[config.mk]
export PLATFORM = sky130hd
export DESIGN_NAME = submultabs_sched_flat
export DESIGN_NICKNAME = d
export VERILOG_FILES = /design/src/rtl/submultabs_sched_pkg.sv /design/src/rtl/submultabs_sched_if.sv /design/src/rtl/submultabs_sched_table.sv /design/src/rtl/submultabs_sched.sv /design/src/flat_wrapper.sv
export SDC_FILE = /design/constraint.sdc
export NUM_CORES = 1
export LEC_CHECK = 0
export BUFFER_PORTS_ARGS = -buffer_cell sky130_fd_sc_hd__buf_4
export CAP_MARGIN = 30
export CORE_ASPECT_RATIO = 1.75
export CORE_MARGIN = 8
export CORE_UTILIZATION = 55
export CTS_CLUSTER_DIAMETER = 120
export CTS_CLUSTER_SIZE = 16
export DETAILED_ROUTE_END_ITERATION = 6
export GPL_TIMING_DRIVEN = 0
export PLACE_DENSITY_LB_ADDON = 0.08
export REMOVE_ABC_BUFFERS = 1
export SYNTH_ARGS = -nofsm -noshare
export SYNTH_HDL_FRONTEND = slang
export SYNTH_SLANG_ARGS = --single-unit
[constraint.sdc]
create_clock -name clk -period 3.7 [get_ports clk]
set_clock_uncertainty 0.2 [all_clocks]
set_input_delay 0.185 -clock clk [delete_from_list [all_inputs] [get_ports clk]]
set_output_delay 0.185 -clock clk [all_outputs]
set_load 0.01 [all_outputs]
[src/rtl/submultabs_sched_pkg.sv]
// rtl/submultabs_sched_pkg.sv - shared state encoding, stream indices and width helper for submultabs_sched
package submultabs_sched_pkg;

  localparam logic STATE_IDLE = 1'b0;
  localparam logic STATE_EMIT = 1'b1;

  typedef enum logic {
    IDLE = STATE_IDLE,
    EMIT = STATE_EMIT
  } state_t;

  localparam int STREAM_DATA  = 0;
  localparam int STREAM_GRID  = 1;
  localparam int STREAM_SCALE = 2;
  localparam int NUM_STREAMS  = 3;

  function automatic int idx_width(input int n);
    return (n <= 2) ? 1 : $clog2(n);
  endfunction

endpackage

[src/rtl/submultabs_sched_if.sv]
// rtl/submultabs_sched_if.sv - input sample stream and the three aligned output streams of submultabs_sched
interface submultabs_sched_if #(
  parameter int DATA_WIDTH_DATA  = 16,
  parameter int DATA_WIDTH_SCALE = 16
);

  logic [DATA_WIDTH_DATA-1:0]  s_axis_x_tdata;
  logic                        s_axis_x_tvalid;
  logic                        s_axis_x_tready;
  logic                        s_axis_x_tlast;

  logic [DATA_WIDTH_DATA-1:0]  m_axis_data_tdata;
  logic                        m_axis_data_tvalid;
  logic                        m_axis_data_tready;
  logic                        m_axis_data_tlast;
  logic                        m_axis_data_tuser;

  logic [DATA_WIDTH_DATA-1:0]  m_axis_grid_tdata;
  logic                        m_axis_grid_tvalid;
  logic                        m_axis_grid_tready;
  logic                        m_axis_grid_tlast;

  logic [DATA_WIDTH_SCALE-1:0] m_axis_scale_tdata;
  logic                        m_axis_scale_tvalid;
  logic                        m_axis_scale_tready;
  logic                        m_axis_scale_tlast;

  // master: the scheduler's view (consumes x, produces the three beat streams)
  modport master (
    input  s_axis_x_tdata, s_axis_x_tvalid, s_axis_x_tlast,
    output s_axis_x_tready,
    output m_axis_data_tdata, m_axis_data_tvalid, m_axis_data_tlast, m_axis_data_tuser,
    input  m_axis_data_tready,
    output m_axis_grid_tdata, m_axis_grid_tvalid, m_axis_grid_tlast,
    input  m_axis_grid_tready,
    output m_axis_scale_tdata, m_axis_scale_tvalid, m_axis_scale_tlast,
    input  m_axis_scale_tready
  );

  modport slave (
    output s_axis_x_tdata, s_axis_x_tvalid, s_axis_x_tlast,
    input  s_axis_x_tready,
    input  m_axis_data_tdata, m_axis_data_tvalid, m_axis_data_tlast, m_axis_data_tuser,
    output m_axis_data_tready,
    input  m_axis_grid_tdata, m_axis_grid_tvalid, m_axis_grid_tlast,
    output m_axis_grid_tready,
    input  m_axis_scale_tdata, m_axis_scale_tvalid, m_axis_scale_tlast,
    output m_axis_scale_tready
  );

endinterface

[src/rtl/submultabs_sched_table.sv]
// rtl/submultabs_sched_table.sv - grid/scale register file, one synchronous write port, one asynchronous read port
module submultabs_sched_table #(
  parameter int DATA_WIDTH_DATA  = 16,
  parameter int DATA_WIDTH_SCALE = 16,
  parameter int ADDR_WIDTH       = 3
) (
  input  logic                        clk,
  input  logic                        rst,
  input  logic                        wr_en,
  input  logic [ADDR_WIDTH-1:0]       wr_addr,
  input  logic [DATA_WIDTH_DATA-1:0]  wr_grid,
  input  logic [DATA_WIDTH_SCALE-1:0] wr_scale,
  input  logic [ADDR_WIDTH-1:0]       rd_addr,
  output logic [DATA_WIDTH_DATA-1:0]  rd_grid,
  output logic [DATA_WIDTH_SCALE-1:0] rd_scale
);

  // Full power-of-two depth keeps indexing width-exact; entries past GRID_POINTS are never written.
  localparam int DEPTH = 1 << ADDR_WIDTH;

  logic [DATA_WIDTH_DATA-1:0]  grid_mem  [DEPTH];
  logic [DATA_WIDTH_SCALE-1:0] scale_mem [DEPTH];

  always_ff @(posedge clk or negedge rst) begin
    if (!rst) begin
      for (int i = 0; i < DEPTH; i++) begin
        grid_mem[i]  <= '0;
        scale_mem[i] <= '0;
      end
    end else if (wr_en) begin
      grid_mem[wr_addr]  <= wr_grid;
      scale_mem[wr_addr] <= wr_scale;
    end
  end

  assign rd_grid  = grid_mem[rd_addr];
  assign rd_scale = scale_mem[rd_addr];

endmodule

[src/rtl/submultabs_sched.sv]
// rtl/submultabs_sched.sv - replays each x sample as GRID_POINTS aligned data/grid/scale beats; SUBMULTABS_SCHED_PREFETCH_EN removes the inter-sample bubble
module submultabs_sched
  import submultabs_sched_pkg::*;
#(
  parameter int DATA_WIDTH_DATA  = 16,
  parameter int DATA_WIDTH_SCALE = 16,
  parameter int GRID_POINTS      = 8,
  parameter int ADDR_WIDTH       = idx_width(GRID_POINTS)
) (
  input  logic                        clk,
  input  logic                        rst,
  input  logic                        cfg_wr_en,
  input  logic [ADDR_WIDTH-1:0]       cfg_wr_addr,
  input  logic [DATA_WIDTH_DATA-1:0]  cfg_wr_grid,
  input  logic [DATA_WIDTH_SCALE-1:0] cfg_wr_scale,
  output logic                        cfg_busy,
  output logic                        cfg_err,
  submultabs_sched_if.master          axis
);

  localparam logic [ADDR_WIDTH-1:0] LAST_IDX  = ADDR_WIDTH'(GRID_POINTS - 1);
  localparam logic [ADDR_WIDTH:0]   GP_LIMIT  = (ADDR_WIDTH + 1)'(GRID_POINTS);

  state_t                      state_q, state_d;
  logic [ADDR_WIDTH-1:0]       idx_q, idx_d;
  logic [NUM_STREAMS-1:0]      sent_q, sent_d;
  logic [DATA_WIDTH_DATA-1:0]  x_q;
  logic                        x_last_q;
  logic                        cfg_err_q, cfg_err_d;
  logic                        latch_x;

  logic [NUM_STREAMS-1:0]      valid, ready, hs, done;
  logic                        emit, last_beat, beat_done;
  logic                        x_ready, x_hs, wr_ok;
  logic [DATA_WIDTH_DATA-1:0]  rd_grid;
  logic [DATA_WIDTH_SCALE-1:0] rd_scale;

  assign emit      = (state_q == EMIT);
  assign last_beat = (idx_q == LAST_IDX);

  assign ready[STREAM_DATA]  = axis.m_axis_data_tready;
  assign ready[STREAM_GRID]  = axis.m_axis_grid_tready;
  assign ready[STREAM_SCALE] = axis.m_axis_scale_tready;

  // A stream that already handshook this beat stays low-valid until the slowest one catches up.
  assign valid     = {NUM_STREAMS{emit}} & ~sent_q;
  assign hs        = valid & ready;
  assign done      = sent_q | hs;
  assign beat_done = emit && (&done);

`ifdef SUBMULTABS_SCHED_PREFETCH_EN
  assign x_ready = !emit || (beat_done && last_beat);
`else
  assign x_ready = !emit;
`endif

  assign x_hs  = x_ready && axis.s_axis_x_tvalid;
  assign wr_ok = cfg_wr_en && !emit && !x_hs && ({1'b0, cfg_wr_addr} < GP_LIMIT);

  always_comb begin
    state_d   = state_q;
    idx_d     = idx_q;
    sent_d    = sent_q | hs;
    latch_x   = 1'b0;
    cfg_err_d = cfg_err_q | (cfg_wr_en && !wr_ok);
    case (state_q)
      IDLE: begin
        if (x_hs) begin
          latch_x = 1'b1;
          idx_d   = '0;
          sent_d  = '0;
          state_d = EMIT;
        end
      end
      EMIT: begin
        if (beat_done) begin
          sent_d = '0;
          if (last_beat) begin
            idx_d = '0;
            if (x_hs) begin
              latch_x = 1'b1;
            end else begin
              state_d = IDLE;
            end
          end else begin
            idx_d = idx_q + ADDR_WIDTH'(1);
          end
        end
      end
      default: state_d = IDLE;
    endcase
  end

  always_ff @(posedge clk or negedge rst) begin
    if (!rst) begin
      state_q   <= IDLE;
      idx_q     <= '0;
      sent_q    <= '0;
      x_q       <= '0;
      x_last_q  <= 1'b0;
      cfg_err_q <= 1'b0;
    end else begin
      state_q   <= state_d;
      idx_q     <= idx_d;
      sent_q    <= sent_d;
      cfg_err_q <= cfg_err_d;
      if (latch_x) begin
        x_q      <= axis.s_axis_x_tdata;
        x_last_q <= axis.s_axis_x_tlast;
      end
    end
  end

  submultabs_sched_table #(
    .DATA_WIDTH_DATA  (DATA_WIDTH_DATA),
    .DATA_WIDTH_SCALE (DATA_WIDTH_SCALE),
    .ADDR_WIDTH       (ADDR_WIDTH)
  ) u_table (
    .clk      (clk),
    .rst      (rst),
    .wr_en    (wr_ok),
    .wr_addr  (cfg_wr_addr),
    .wr_grid  (cfg_wr_grid),
    .wr_scale (cfg_wr_scale),
    .rd_addr  (idx_q),
    .rd_grid  (rd_grid),
    .rd_scale (rd_scale)
  );

  assign axis.s_axis_x_tready     = x_ready;

  assign axis.m_axis_data_tdata   = x_q;
  assign axis.m_axis_data_tvalid  = valid[STREAM_DATA];
  assign axis.m_axis_data_tlast   = emit && last_beat;
  assign axis.m_axis_data_tuser   = x_last_q;

  assign axis.m_axis_grid_tdata   = rd_grid;
  assign axis.m_axis_grid_tvalid  = valid[STREAM_GRID];
  assign axis.m_axis_grid_tlast   = emit && last_beat;

  assign axis.m_axis_scale_tdata  = rd_scale;
  assign axis.m_axis_scale_tvalid = valid[STREAM_SCALE];
  assign axis.m_axis_scale_tlast  = emit && last_beat;

  assign cfg_busy = emit;
  assign cfg_err  = cfg_err_q;

endmodule
[src/flat_wrapper.sv]
// flat-port wrapper written by rule: the top's interface ports become plain ports
module submultabs_sched_flat import submultabs_sched_pkg::*;
#(
  parameter int DATA_WIDTH_DATA  = 16,
  parameter int DATA_WIDTH_SCALE = 16,
  parameter int GRID_POINTS      = 8,
  parameter int ADDR_WIDTH       = idx_width(GRID_POINTS)
)
  (clk, rst, cfg_wr_en, cfg_wr_addr, cfg_wr_grid, cfg_wr_scale, cfg_busy, cfg_err, axis_s_axis_x_tdata, axis_s_axis_x_tvalid, axis_s_axis_x_tlast, axis_s_axis_x_tready, axis_m_axis_data_tdata, axis_m_axis_data_tvalid, axis_m_axis_data_tlast, axis_m_axis_data_tuser, axis_m_axis_data_tready, axis_m_axis_grid_tdata, axis_m_axis_grid_tvalid, axis_m_axis_grid_tlast, axis_m_axis_grid_tready, axis_m_axis_scale_tdata, axis_m_axis_scale_tvalid, axis_m_axis_scale_tlast, axis_m_axis_scale_tready);
  submultabs_sched_if #(.DATA_WIDTH_DATA(DATA_WIDTH_DATA), .DATA_WIDTH_SCALE(DATA_WIDTH_SCALE)) axis_i ();
  input  logic clk;
  input  logic rst;
  input  logic cfg_wr_en;
  input  logic [ADDR_WIDTH-1:0] cfg_wr_addr;
  input  logic [DATA_WIDTH_DATA-1:0] cfg_wr_grid;
  input  logic [DATA_WIDTH_SCALE-1:0] cfg_wr_scale;
  output logic cfg_busy;
  output logic cfg_err;
  input wire logic [$bits(axis_i.s_axis_x_tdata)-1:0] axis_s_axis_x_tdata;
  input wire logic [$bits(axis_i.s_axis_x_tvalid)-1:0] axis_s_axis_x_tvalid;
  input wire logic [$bits(axis_i.s_axis_x_tlast)-1:0] axis_s_axis_x_tlast;
  output wire logic [$bits(axis_i.s_axis_x_tready)-1:0] axis_s_axis_x_tready;
  output wire logic [$bits(axis_i.m_axis_data_tdata)-1:0] axis_m_axis_data_tdata;
  output wire logic [$bits(axis_i.m_axis_data_tvalid)-1:0] axis_m_axis_data_tvalid;
  output wire logic [$bits(axis_i.m_axis_data_tlast)-1:0] axis_m_axis_data_tlast;
  output wire logic [$bits(axis_i.m_axis_data_tuser)-1:0] axis_m_axis_data_tuser;
  input wire logic [$bits(axis_i.m_axis_data_tready)-1:0] axis_m_axis_data_tready;
  output wire logic [$bits(axis_i.m_axis_grid_tdata)-1:0] axis_m_axis_grid_tdata;
  output wire logic [$bits(axis_i.m_axis_grid_tvalid)-1:0] axis_m_axis_grid_tvalid;
  output wire logic [$bits(axis_i.m_axis_grid_tlast)-1:0] axis_m_axis_grid_tlast;
  input wire logic [$bits(axis_i.m_axis_grid_tready)-1:0] axis_m_axis_grid_tready;
  output wire logic [$bits(axis_i.m_axis_scale_tdata)-1:0] axis_m_axis_scale_tdata;
  output wire logic [$bits(axis_i.m_axis_scale_tvalid)-1:0] axis_m_axis_scale_tvalid;
  output wire logic [$bits(axis_i.m_axis_scale_tlast)-1:0] axis_m_axis_scale_tlast;
  input wire logic [$bits(axis_i.m_axis_scale_tready)-1:0] axis_m_axis_scale_tready;
  assign axis_i.s_axis_x_tdata = axis_s_axis_x_tdata;
  assign axis_i.s_axis_x_tvalid = axis_s_axis_x_tvalid;
  assign axis_i.s_axis_x_tlast = axis_s_axis_x_tlast;
  assign axis_s_axis_x_tready = axis_i.s_axis_x_tready;
  assign axis_m_axis_data_tdata = axis_i.m_axis_data_tdata;
  assign axis_m_axis_data_tvalid = axis_i.m_axis_data_tvalid;
  assign axis_m_axis_data_tlast = axis_i.m_axis_data_tlast;
  assign axis_m_axis_data_tuser = axis_i.m_axis_data_tuser;
  assign axis_i.m_axis_data_tready = axis_m_axis_data_tready;
  assign axis_m_axis_grid_tdata = axis_i.m_axis_grid_tdata;
  assign axis_m_axis_grid_tvalid = axis_i.m_axis_grid_tvalid;
  assign axis_m_axis_grid_tlast = axis_i.m_axis_grid_tlast;
  assign axis_i.m_axis_grid_tready = axis_m_axis_grid_tready;
  assign axis_m_axis_scale_tdata = axis_i.m_axis_scale_tdata;
  assign axis_m_axis_scale_tvalid = axis_i.m_axis_scale_tvalid;
  assign axis_m_axis_scale_tlast = axis_i.m_axis_scale_tlast;
  assign axis_i.m_axis_scale_tready = axis_m_axis_scale_tready;
  submultabs_sched #(.DATA_WIDTH_DATA(DATA_WIDTH_DATA), .DATA_WIDTH_SCALE(DATA_WIDTH_SCALE), .GRID_POINTS(GRID_POINTS), .ADDR_WIDTH(ADDR_WIDTH)) u_core (.clk(clk), .rst(rst), .cfg_wr_en(cfg_wr_en), .cfg_wr_addr(cfg_wr_addr), .cfg_wr_grid(cfg_wr_grid), .cfg_wr_scale(cfg_wr_scale), .cfg_busy(cfg_busy), .cfg_err(cfg_err), .axis(axis_i));
endmodule
==> impl_metrics.env, run 1 <==
export IMPL_status="finished, final reports clean"
export IMPL_die_x_um=130
export IMPL_cts_htree_levels=1
export IMPL_p_total_mw=8.14
export IMPL_dp_hpwl_um=16900
export IMPL_min_period_ns=3.15
export IMPL_clk_pin_slew_ns=0.07
export IMPL_drt_wirelength_per_cell_um=22.5
export IMPL_synth_xor_area_share_pct=0
export IMPL_placementRows=73
export IMPL_die_h_um=215
export IMPL_required_ns=3.31
export IMPL_cap_violations=0
export IMPL_portBuffers=116
export IMPL_synth_top_family_by_area="multiplexers"
export IMPL_p_sw_share_pct=28.2
export IMPL_vdd_drop_max_mv=0.348
export IMPL_core_area_sq_mm=0.0226
export IMPL_synth_edff_count=0
export IMPL_wl_um=27400
export IMPL_tightest_slew_ns=0.679
export IMPL_seq_power_share_pct=48.3
export IMPL_antenna_found_initial=0
export IMPL_switchingPower_mw=2.29
export IMPL_min_period_over_period_pct=85.3
export IMPL_ys_ff_latch=281
export IMPL_drt_iter0_drc=349
export IMPL_netlist_area_sq_mm=0.0125
export IMPL_synth_mux_area_share_pct=39.0
export IMPL_final_util_pct=66.3
export IMPL_top_layer_used="met4"
export IMPL_routabilityCongestion=0.757
export IMPL_max_slew_margin_pct=54.7
export IMPL_post_cts_buffers=0
export IMPL_hold_violations=0
export IMPL_grt_pass1_vias=8167
export IMPL_placed_cells=1130
export IMPL_synth_avg_cell_area_sq_um=16.7
export IMPL_insertion_delay_ns=0.51
export IMPL_overflow=0
export IMPL_postPlaceCellArea_sq_mm=0.0138
export IMPL_cp_end_kind="output port"
export IMPL_start_util_pct=55.4
export IMPL_layout_commonest_cell="mux2_2"
export IMPL_viasPerCell=5.81
export IMPL_grt_first_pass_wirelength_um=44200
export IMPL_slew_violations=0
export IMPL_layout_cells_non_filler=1215
export IMPL_drc=0
export IMPL_grt_use_total_pct=20.3
export IMPL_path_class="reg2out"
export IMPL_routed_via_count=7057
export IMPL_met3_length_um=1110
export IMPL_power_density_mw_per_mm2=544
export IMPL_cts_sinks=281
export IMPL_cts_root_buf="clkbuf_16"
export IMPL_cts_made_buffers=21
export IMPL_met1_length_um=11300
export IMPL_grt_max_degree=135
export IMPL_clock_path_buffers=3
export IMPL_rsz0062_at_grt="false"
export IMPL_syn_inst=749
export IMPL_yosys_area_share_simple_pct=1.67
export IMPL_start_kind="register"
export IMPL_intPower_mw=5.84
export IMPL_clkPwrFrac_pct=25.2
export IMPL_crit_arrival_ns=2.77
export IMPL_fmax_mhz=317
export IMPL_power_leakage_nw=7.33
export IMPL_drive_above_1_share_pct=57.8
export IMPL_synth_distinct_cells=28
export IMPL_die_area_sq_mm=0.0280
export IMPL_drt_first_pass_iters=4
export IMPL_post_cts_resized=0
export IMPL_diodes=0
export IMPL_cp_max_fo=36
export IMPL_postSynth_asyncResetShare_pct=100
export IMPL_layout_nets=974
export IMPL_wl_met2_um=14300
export IMPL_cts_tree="yes"
export IMPL_synth_compound_area_share_pct=0.530
export IMPL_most_common_layout_cells="mux2_2 (297), dfrtp_1 (278), buf_4 (116)"
export IMPL_finalHoldWorstSlack_ns=0.0126
export IMPL_postLayoutCellArea_sq_mm=0.0150
export IMPL_ant_nets=0
export IMPL_combinationalPowerShare_pct=26.5
export IMPL_ys_seq_area_share_pct=56.3
export IMPL_ios=117
export IMPL_setup_viol=0
export IMPL_synth_fa_ha_area_share_pct=0.200
export IMPL_ys_warn_count=0
export IMPL_synth_ff_type="dfrtp_1"
export IMPL_syn_to_final_growth_pct=19.7
export IMPL_hp_class="in2async"
## power by group through the flow
| stage | clock network (mW) | logic [mW] | registers (mW) |
|---|---|---|---|
| 4_1_cts | 2.12 | 2.19 | 3.94 |
| 6_report | 2.05 | 2.16 | 3.93 |
| 5_1_grt | 2.21 | 2.32 | 4.02 |
| 3_3_place_gp | 0 | 1.74 | 4.22 |
| 2_1_floorplan | 0 | 1.12 | 4.06 |
| 3_5_place_dp | 0 | 2.11 | 4.00 |
## final timing paths
check | start | depth (start not counted) | slack [ns] | endpoint
max in group asynchronous | rst | 4 | 2.13 | u_core.idx_q[0]$_DFFE_PN0P_
hold / removal | rst | 3 | 0.01 | u_core.u_table.grid_mem[98]$_DFFE_PN0P_
setup / recovery | u_core.idx_q[1]$_DFFE_PN0P_ | 4 | 0.55 | axis_m_axis_scale_tdata[1]
hold reg to reg | u_core.u_table.grid_mem[3]$_DFFE_PN0P_ | 1 | 0.29 | u_core.u_table.grid_mem[3]$_DFFE_PN0P_
setup reg to reg | u_core.cfg_busy$_DFF_PN0_ | 4 | 1.08 | u_core.u_table.scale_mem[11]$_DFFE_PN0P_
min in group clk | cfg_wr_addr[2] | 4 | 0.17 | u_core.u_table.grid_mem[103]$_DFFE_PN0P_
## cell type report
type                       instances  area, sq um
fill                            1621         7600
sequential                       281         7040
multi-input combinational        418         5190
timing repair buffer             190         1790
clock buffer                      23          533
tap                              300          375
clock inverter                     2         17.5
inverter                           1         3.75
## what timing repair did
action | CTS | global route
hold buffers | 60 | 0
setup endpoints to repair | 0 | 0
endpoints found under the hold margin | 428 | 0
## synth_stat cells (2+ instances only)
cell        n  area (sq um)
mux2_2    297          3340
dfrtp_1   281          7030
mux4_2     64          1440
buf_2      24           120
nand2_1    16          60.1
buf_4       8          60.1
clkbuf_1    8          30.0
mux2_1      8          90.1
buf_6       6          67.6
o21ai_0     6          30.0
nor2_1      5          18.8
buf_1       3          11.3
nor2b_1     3          18.8
o211ai_1    3          22.5
and3_1      2          12.5
ha_1        2          25.0
nand4_1     2          12.5
## metal layers
layer / track usage [%] / vias up
met5: 0 / -
met4: 7.12 / 0
met3: 2.44 / 43
met2: 35.3 / 143
met1: 25.4 / 3778
li1: - / 3093
## state kept, by name, summed over array words and instances, names as in the netlist
name	flops
u_core.axis.m_axis_data_tdata	16
u_core.axis.m_axis_data_tuser	1
u_core.cfg_busy	1
u_core.cfg_err	1
u_core.idx_q	3
u_core.sent_q	3
u_core.u_table.grid_mem	128
u_core.u_table.scale_mem	128
## through the flow
stage | worst slack, ns | setup TNS, ns
global route | 0.356 | 0
finish | 0.546 | 0
global placement | -1.59 | -58.68
CTS | 0.433 | 0
floorplan | -0.232 | -8.13
detailed placement | 0.997 | 0
## critical path: stages (launching register included)
cell     delay (ns)
dfrtp_4        0.87
buf_16         0.35
mux4_2         0.56
mux2_2         0.28
buf_4          0.15
## cells by family after synthesis
group | after synthesis
mux | 369
flops | 281
buf+inv | 50
simple gates | 36
compound gates | 11
fa+ha+maj | 2
Note: power is estimated with default switching activity, not from simulation.
==> run 2: changes to the inputs <==
--- a/config.mk
+++ b/config.mk
@@ -8,7 +8,6 @@
 export BUFFER_PORTS_ARGS = -buffer_cell sky130_fd_sc_hd__buf_4
 export CAP_MARGIN = 30
 export CORE_ASPECT_RATIO = 1.75
-export CORE_MARGIN = 8
 export CORE_UTILIZATION = 55
 export CTS_CLUSTER_DIAMETER = 120
 export CTS_CLUSTER_SIZE = 16
==> constraint.sdc (replaced) <==
create_clock -name clk -period 4 [get_ports clk]
set_clock_uncertainty 0.2 [all_clocks]
set_input_delay 0.2 -clock clk [delete_from_list [all_inputs] [get_ports clk]]
set_output_delay 0.2 -clock clk [all_outputs]
set_load 0.01 [all_outputs]
==> run 2 against run 1 <==
  * Sequential share of layout area increased by 0.15 points
  * Worst hold slack improved by 0.046 ns
  * Clock power decreased by 9%
  * Total power decreased by 8.2%
  * Register-to-register slack improved by 0.37 ns
  * Largest power group unchanged
  * Cell count decreased by 0.58%
  * Flip-flop and latch count unchanged
  * Via count increased by 0.50%
  * Combinational power decreased by 11%
  * First-iteration DRC count decreased by 22%
  * Setup slack improved by 0.32 ns
  * Die area decreased by 17%
==> impl_metrics.env, run 2 (synthesis results as in run 1) <==
export IMPL_status="finished, final reports clean"
export IMPL_drt_first_pass_iters=6
export IMPL_die_h_um=201
export IMPL_cts_made_buffers=21
export IMPL_cts_root_buf="clkbuf_16"
export IMPL_path_class="reg2out"
export IMPL_slew_violations=0
export IMPL_cap_violations=0
export IMPL_hold_violations=0
export IMPL_start_util_pct=56.4
export IMPL_power_leakage_nw=7.31
export IMPL_layout_nets=972
export IMPL_layout_cells_non_filler=1208
export IMPL_power_density_mw_per_mm2=501
export IMPL_crit_arrival_ns=2.73
export IMPL_portBuffers=116
export IMPL_wl_um=26500
export IMPL_fillers=1560
export IMPL_finalHoldWorstSlack_ns=0.0588
export IMPL_drc=0
export IMPL_ff2ff_setup_slack_ns=1.45
export IMPL_cp_end_kind="output port"
export IMPL_drive_above_1_share_pct=57.8
export IMPL_placed_cells=1126
export IMPL_cts_htree_levels=1
export IMPL_clock_path_buffers=3
export IMPL_cts_tree="yes"
export IMPL_rsz0062_at_grt="false"
export IMPL_most_common_layout_cells="mux2_2 (297), dfrtp_1 (278), buf_4 (115)"
export IMPL_die_x_um=116
export IMPL_vdd_drop_max_mv=0.339
export IMPL_required_ns=3.60
export IMPL_tightest_slew_ns=0.632
export IMPL_grt_use_total_pct=24.2
export IMPL_drt_iter0_drc=273
export IMPL_grt_first_pass_wirelength_um=43200
export IMPL_p_total_mw=7.47
export IMPL_routabilityCongestion=0.670
export IMPL_min_period_ns=3.13
export IMPL_clk_pin_slew_ns=0.08
export IMPL_die_area_sq_mm=0.0234
export IMPL_min_period_over_period_pct=78.3
export IMPL_fmax_mhz=319
export IMPL_insertion_delay_ns=0.50
export IMPL_postPlaceCellArea_sq_mm=0.0138
export IMPL_grt_max_degree=110
export IMPL_cp_max_fo=38
export IMPL_max_slew_margin_pct=57.9
export IMPL_setup_viol=0
export IMPL_ant_nets=0
export IMPL_layout_commonest_cell="mux2_2"
export IMPL_overflow=0
export IMPL_core_area_sq_mm=0.0222
export IMPL_placementRows=72
export IMPL_cts_sinks=281
export IMPL_ios=117
export IMPL_dp_hpwl_um=16200
export IMPL_fin_tns_setup_ns=0
export IMPL_hp_class="in2async"
export IMPL_postLayoutCellArea_sq_mm=0.0149
export IMPL_grt_pass1_vias=8125
export IMPL_drt_wirelength_per_cell_um=21.9
export IMPL_viasPerCell=5.87
export IMPL_antenna_found_initial=0
export IMPL_post_cts_resized=0
export IMPL_routed_via_count=7092
export IMPL_regArea_sq_mm=0.00704
export IMPL_multi_input_area_sq_mm=0.00519
export IMPL_syn_to_final_growth_pct=19.3
export IMPL_start_kind="register"
export IMPL_diodes=0
==> run 2: cell count changes in the layout (fill, tap and decap cells not counted), sizes merged <==
cell	delta
inv	-1
buf	-1
dlygate4sd3	-1
==> run 2: repair_timing <==
action,4_1_cts,5_1_grt
setup endpoints to repair,0,0
hold buffers,58,0
endpoints found under the hold margin,356,0
buffers inserted,0,0
==> run 2: cell type report <==
type                    count  area share [%]
multi-input cells         418            34.8
clock inverters             1          0.0587
clock buffers              23            3.57
repair buffers            188            11.8
well taps                 296            2.48
inverters                   1          0.0252
flip-flops and latches    281            47.2
==> run 2: stage by stage <==
| step | utilization, % | worst slack [ns] |
|---|---|---|
| final | 67.3 | 0.867 |
| after global routing | 67.3 | 0.719 |
| after CTS | 67.3 | 0.785 |
| after detailed placement | 62.2 | 1.33 |
| after global placement | 60.7 | -1.33 |
| after floorplan | - | 0.0529 |
==> run 2: power breakdown <==
| group | switching, mW | internal, mW | total (mW) |
|---|---|---|---|
| registers | 0.403 | 3.27 | 3.67 |
| logic | 0.760 | 1.17 | 1.93 |
| clock network | 0.919 | 0.942 | 1.86 |
| total | 2.08 | 5.39 | 7.47 |
==> run 2: critical path, cell delays in order (launching register included) <==
cell and delay [ns]:
dfrtp_4 0.83, buf_16 0.37, mux4_2 0.55, mux2_2 0.31, buf_4 0.15
==> run 2: worst paths after layout <==
check	from	to	depth (start not counted)
worst max-delay path	u_core.idx_q[1]$_DFFE_PN0P_	axis_m_axis_grid_tdata[2]	4
worst min-delay path	rst	u_core.u_table.grid_mem[124]$_DFFE_PN0P_	2
worst max register to register	u_core.cfg_busy$_DFF_PN0_	u_core.u_table.scale_mem[10]$_DFFE_PN0P_	4
worst min register to register	u_core.u_table.scale_mem[5]$_DFFE_PN0P_	u_core.u_table.scale_mem[5]$_DFFE_PN0P_	1
max in group asynchronous	rst	u_core.u_table.scale_mem[98]$_DFFE_PN0P_	4
min in group clk	cfg_wr_addr[0]	u_core.u_table.grid_mem[25]$_DFFE_PN0P_	4
==> run 2: layer usage <==
layer / routed length, um / GRT usage (%) / vias to the layer above / part of all wire (%)
li1: - / - / 3101 / -
met1: 10800 / 31.0 / 3802 / 41
met2: 14000 / 42.6 / 143 / 53
met3: 951 / 2.80 / 46 / 3.6
met4: 665 / 7.28 / 0 / 2.5
met5: 0 / 0 / - / 0
